File: src/rtl/cover_pkg.sv
// cover_pkg: shared sizing and state encoding for the coverage scheduler
package cover_pkg;
  localparam int NPTS = 40;
  localparam int LANES = 8;
  localparam int BEATS = NPTS / LANES;
  localparam int CNT_W = $clog2(NPTS + 1);
  localparam int GRP_W = (BEATS > 1) ? $clog2(BEATS) : 1;
  typedef enum logic [1:0] {IDLE, EVAL, RESP} state_t;
endpackage

File: src/rtl/hit_popcount.sv
// hit_popcount: combinational count of set lanes in one evaluator beat
module hit_popcount
  import cover_pkg::*;
(
  input  logic [LANES-1:0] hit_i,
  output logic [CNT_W-1:0] cnt_o
);
  always_comb begin
    cnt_o = '0;
    for (int i = 0; i < LANES; i++) cnt_o = cnt_o + CNT_W'(hit_i[i]);
  end
endmodule

File: src/rtl/cover_sched.sv
// cover_sched: round-robin sharing of the coverage evaluator among requesters,
// stepping the point bank group by group and returning the hit count.
module cover_sched
  import cover_pkg::*;
#(
  parameter int NREQ = 2,
  localparam int ID_W = $clog2(NREQ)
) (
  input  logic              clk_i,
  input  logic              rst_i,
  input  logic [NREQ-1:0]   req_vld_i,
  input  logic [4*NREQ-1:0] req_cx_i,
  input  logic [4*NREQ-1:0] req_cy_i,
  output logic [NREQ-1:0]   req_rdy_o,
  output logic [3:0]        cv_cx_o,
  output logic [3:0]        cv_cy_o,
  output logic [GRP_W-1:0]  grp_o,
  input  logic [LANES-1:0]  cv_hit_i,
  output logic              rsp_vld_o,
  output logic [ID_W-1:0]   rsp_id_o,
  output logic [CNT_W-1:0]  rsp_cnt_o,
  output logic [3:0]        rsp_cx_o,
  output logic [3:0]        rsp_cy_o,
  input  logic              rsp_rdy_i,
  output logic              busy_o
);
  state_t             state_q;
  logic [ID_W-1:0]    rr_q, id_q, win;
  logic [3:0]         cx_q, cy_q;
  logic [CNT_W-1:0]   acc_q, acc_d, pop;
  logic [GRP_W-1:0]   beat_q;
  logic               any_req, last_beat;

  hit_popcount u_pop (.hit_i(cv_hit_i), .cnt_o(pop));

  function automatic logic [ID_W-1:0] rot(input logic [ID_W-1:0] base, input int off);
    int j;
    j = int'(base) + off;
    return ID_W'(j >= NREQ ? j - NREQ : j);
  endfunction

  // Walk offsets from farthest to nearest so the one closest to rr_q wins.
  always_comb begin
    win = '0;
    for (int i = NREQ - 1; i >= 0; i--) win = req_vld_i[rot(rr_q, i)] ? rot(rr_q, i) : win;
  end

  assign any_req   = |req_vld_i;
  assign last_beat = beat_q == GRP_W'(BEATS - 1);
  assign acc_d     = acc_q + pop;

  always_ff @(posedge clk_i or posedge rst_i) begin
    if (rst_i) begin
      state_q <= IDLE;
      rr_q    <= '0;
      id_q    <= '0;
      cx_q    <= '0;
      cy_q    <= '0;
      acc_q   <= '0;
      beat_q  <= '0;
    end else begin
      case (state_q)
        IDLE: if (any_req) begin
          id_q    <= win;
          cx_q    <= req_cx_i[4*win +: 4];
          cy_q    <= req_cy_i[4*win +: 4];
          acc_q   <= '0;
          beat_q  <= '0;
          state_q <= EVAL;
        end
        EVAL: begin
          acc_q   <= acc_d;
          beat_q  <= last_beat ? beat_q : beat_q + 1'b1;
          state_q <= last_beat ? RESP : EVAL;
        end
        RESP: if (rsp_rdy_i) begin
          rr_q    <= (id_q == ID_W'(NREQ - 1)) ? '0 : id_q + 1'b1;
          state_q <= IDLE;
        end
        default: state_q <= IDLE;
      endcase
    end
  end

  assign req_rdy_o = (state_q == IDLE && any_req) ? {{(NREQ-1){1'b0}}, 1'b1} << win : '0;
  assign cv_cx_o   = state_q == EVAL ? cx_q : '0;
  assign cv_cy_o   = state_q == EVAL ? cy_q : '0;
  assign grp_o     = state_q == EVAL ? beat_q : '0;
  assign rsp_vld_o = state_q == RESP;
  assign rsp_id_o  = rsp_vld_o ? id_q : '0;
  assign rsp_cnt_o = rsp_vld_o ? acc_q : '0;
  assign rsp_cx_o  = rsp_vld_o ? cx_q : '0;
  assign rsp_cy_o  = rsp_vld_o ? cy_q : '0;
  assign busy_o    = state_q != IDLE;
endmodule

File: config.mk
export PLATFORM = sky130hd
export DESIGN_NAME = cover_sched
export DESIGN_NICKNAME = d
export VERILOG_FILES = /design/src/rtl/cover_pkg.sv /design/src/rtl/hit_popcount.sv /design/src/rtl/cover_sched.sv
export SDC_FILE = /design/constraint.sdc
export NUM_CORES = 1
export LEC_CHECK = 0
export ABC_AREA = 1
export BUFFER_PORTS_ARGS = -buffer_cell sky130_fd_sc_hd__clkbuf_2
export CAP_MARGIN = 20
export CORE_UTILIZATION = 55
export CTS_BUF_LIST = sky130_fd_sc_hd__clkbuf_8
export DETAILED_ROUTE_END_ITERATION = 7
export GPL_ROUTABILITY_DRIVEN = 1
export PLACE_DENSITY = 0.92
export SLEW_MARGIN = 15
export SYNTH_ARGS = -nofsm -noshare
export SYNTH_HDL_FRONTEND = slang
export SYNTH_SLANG_ARGS = --single-unit
File: constraint.sdc
create_clock -name clk_i -period 6.9 [get_ports clk_i]
set_input_delay 1.38 -clock clk_i [delete_from_list [all_inputs] [get_ports clk_i]]
set_output_delay 1.38 -clock clk_i [all_outputs]
set_load 0.02 [all_outputs]
==> qor.csv <==
metric,value,unit
# rows,19,
Post-CTS Setup Bufs,0,
worst min path class,reg -> reg,
Final nets,299,
net switching power,413.5,uW
Max Freq,239.3,MHz
main combinational cell family by area after synthesis,simple AND/OR/NAND/NOR gates,
R2R cell count,9,
"Data required, critical path",7.11,ns
worst-margin pin slew,0.7896,ns
Max clock buf depth,2,
Final Worst Setup Slack,2.721,ns
Die ar.,3110,um2
Vias,1444,
"Hold-fix buffers, CTS",0,
Final Hold Viols,0,
R2R Path Start,acc_q[1],
worst hold start,id_q,
syn nets,239,
post-route ant nets,0,
# resized after CTS,0,
die width,55.77,um
Compound-Gate Fraction of Synth Area,10.15,%
VDD IR-drop max,0.3150,mV
drt pass-1 iters,4,
Hold Path End,rr_q,
startpoint types,input port,
number of global-route vias before repair,1425,
logic gate share of total power,64.8,%
total congestion overflow,0,
clk sinks,21,
total wire length,3369,um
Initial Util,57.67,%
fin crit period,4.179,ns
worst path arrival time,4.39,ns
GR Util All Layers,23.10,%
Die Span Y,55.77,um
CTS buffer count,3,
Final Max Tran Viols,0,
Slew HR,47.30,%
worst reg-to-reg setup slack,4.47,ns
DRC violation count after routing,0,
Syn Inst Count,192,
global-route wire length before repair,5761,um
pwr dens,425.0,nW/um2
layout cells sized above 1,34.66,%
setup slack after placement,2.477,ns
core region area,2758,um2
pin count of the biggest net entering global routing,22,
Fin Setup TNS,0,ns
CTS tree,yes,
post-synthesis adder-cell area fraction,16.05,%
"Setup violations, final",0,
Via density,5.121,
Lkg Pwr,0.001086,uW
simple-gate share of the synthesized area,26.99,%
Mapped Area,1590,um2
internal power,403.2,uW
worst-path fanout max,2,
Crit. End Element,flop,
H-tree depth,1,
RSZ-0062 raised after global routing,false,
post-synthesis mux area share,0,%
hold depth,1,
area grow syn2layout,20.85,%
reg2reg end,acc_q[4],
Worst-Skew Late Latency,0.26,ns
Synth Warn #,0,
initial antenna violation count,0,
dpl hpwl,2668,um
Netlist cell types,26,
status,finished clean,
CTS root buffer,clkbuf_8,
initial drt markers,62,
Antenna diodes,0,
fin crit share,60.57,%
wire per inst,11.95,um
Clock transition at path regs,0.08,ns
Max-Cap Viols,0,
post-synthesis sequential area ratio,33.04,%
Seq pwr share,25.4,%
Port Buf Inserts,58,
sw frac,50.63,%
Mapped Avg Cell Area,8.283,um2
Placer Congestion,0.8174,
Fillers,220,
io pins,59,
hold slack,0.4577,ns
clock power share,9.8,%
post-synthesis xor/xnor area fraction,0.5507,%
register bit total from synthesis,21,
clock skew,0.004523,ns
kind of critical path,in -> reg,
[worst max-delay path by stage]
stage	startpoint	to	slack [ns]
floorplan	cv_hit_i[0]	acc_q[4]	2.74
global route	cv_hit_i[0]	acc_q[4]	2.60
CTS	cv_hit_i[0]	acc_q[4]	2.75
finish	cv_hit_i[0]	acc_q[4]	2.72
global placement	cv_hit_i[0]	acc_q[4]	2.61
detailed placement	cv_hit_i[0]	acc_q[4]	2.48
[layout make-up]
cell class	count	area [um2]	share of cell area (%)
multi-input combinational	124	854.6	44.47
sequential	21	525.5	27.34
inverter	44	167.7	8.724
timing repair buffer	58	290.3	15.10
clock inverter	1	3.754	0.1953
clock buffer	3	41.29	2.148
tap	31	38.79	2.018
[power groups by stage]
stage                     registers, uW  logic (uW)  clock network (uW)
final                               208         529                79.7
after global routing                213         593                85.0
after CTS                           207         532                80.7
after detailed placement            209         529                   0
after global placement              208         505                   0
after floorplan                     203         431                   0
[cells in the mapped netlist]
cell	count	area, um2
a31oi_1	1	6.260
nor2_4	12	135.1
nor2_1	20	75.07
o211ai_1	8	60.06
buf_12	1	20.02
nand2_2	1	6.260
buf_6	2	22.52
o21bai_1	1	7.510
inv_4	1	6.260
o21ai_0	5	25.02
or2_1	1	6.260
inv_2	5	18.77
a21oi_1	2	10.01
o32ai_2	1	16.27
dfrtp_1	21	525.5
o21ai_2	1	8.760
xor2_1	1	8.760
nor2_2	4	25.02
o21ai_1	3	15.01
o22ai_1	2	12.51
ha_1	14	175.2
nor3_4	1	16.27
nand2_1	36	135.1
inv_1	38	142.6
nand3_1	6	30.03
fa_1	4	80.08
[worst max-delay path, cell delays in order]
cell and delay (ns):
clkbuf_2 0.08, ha_1 0.28, inv_1 0.08, fa_1 0.42
fa_1 0.47, fa_1 0.50, inv_1 0.04, ha_1 0.19
fa_1 0.38, nand2_1 0.11, a21oi_1 0.09, o21ai_0 0.19
nand3_1 0.11, nand2_1 0.08
[per-stage QoR]
| stage | cell area [um2] | util, % | power, uW | cells |
|---|---|---|---|---|
| 6_report | 1922 | 69.69 | 816.8 | 282 |
| 5_1_grt | 1922 | 69.69 | 890.4 | 282 |
| 4_1_cts | 1922 | 69.69 | 819.8 | 282 |
| 3_5_place_dp | 1877 | 68.06 | 737.9 | 278 |
| 3_3_place_gp | 1877 | 68.06 | 713.0 | 278 |
| 2_1_floorplan | 1590 | - | 633.9 | 192 |
[registers in the layout, indices dropped and copies added (netlist names)]
register / cells
cy_q: 4
id_q: 1
acc_q: 6
rr_q: 1
cx_q: 4
state_q: 2
beat_q: 3
[routing by layer]
| metal | vias up | global-route usage, % | part of all wire, % |
|---|---|---|---|
| li1 | 711 | - | - |
| met1 | 668 | 28.31 | 42 |
| met2 | 55 | 39.76 | 50 |
| met3 | 10 | 3.721 | 6.0 |
| met4 | 0 | 10.71 | 2.1 |
| met5 | - | 0 | 0 |
[cell usage in the layout, fill, tap and decap left out]
cell type  count
clkbuf_8       3
o32ai_2        1
xor2_1         1
inv_4          1
o22ai_1        2
o21ai_0        5
nand2_2        1
o211ai_1       8
nand2_1       36
nor3_4         1
a31oi_1        1
fa_1           4
inv_2          5
ha_1          14
a21oi_1        2
o21ai_2        1
or2_1          1
o21bai_1       1
nand3_1        6
clkbuf_2      58
nor2_4        12
nor2_1        20
o21ai_1        3
nor2_2         4
dfrtp_1       21
inv_1         39
[logic make-up after synthesis]
group | count (synthesis)
buf+inv | 47
simple gates | 81
compound gates | 24
fa+ha+maj | 18
flops | 21
xor+xnor | 1
Power figures use the tool's default switching activity.
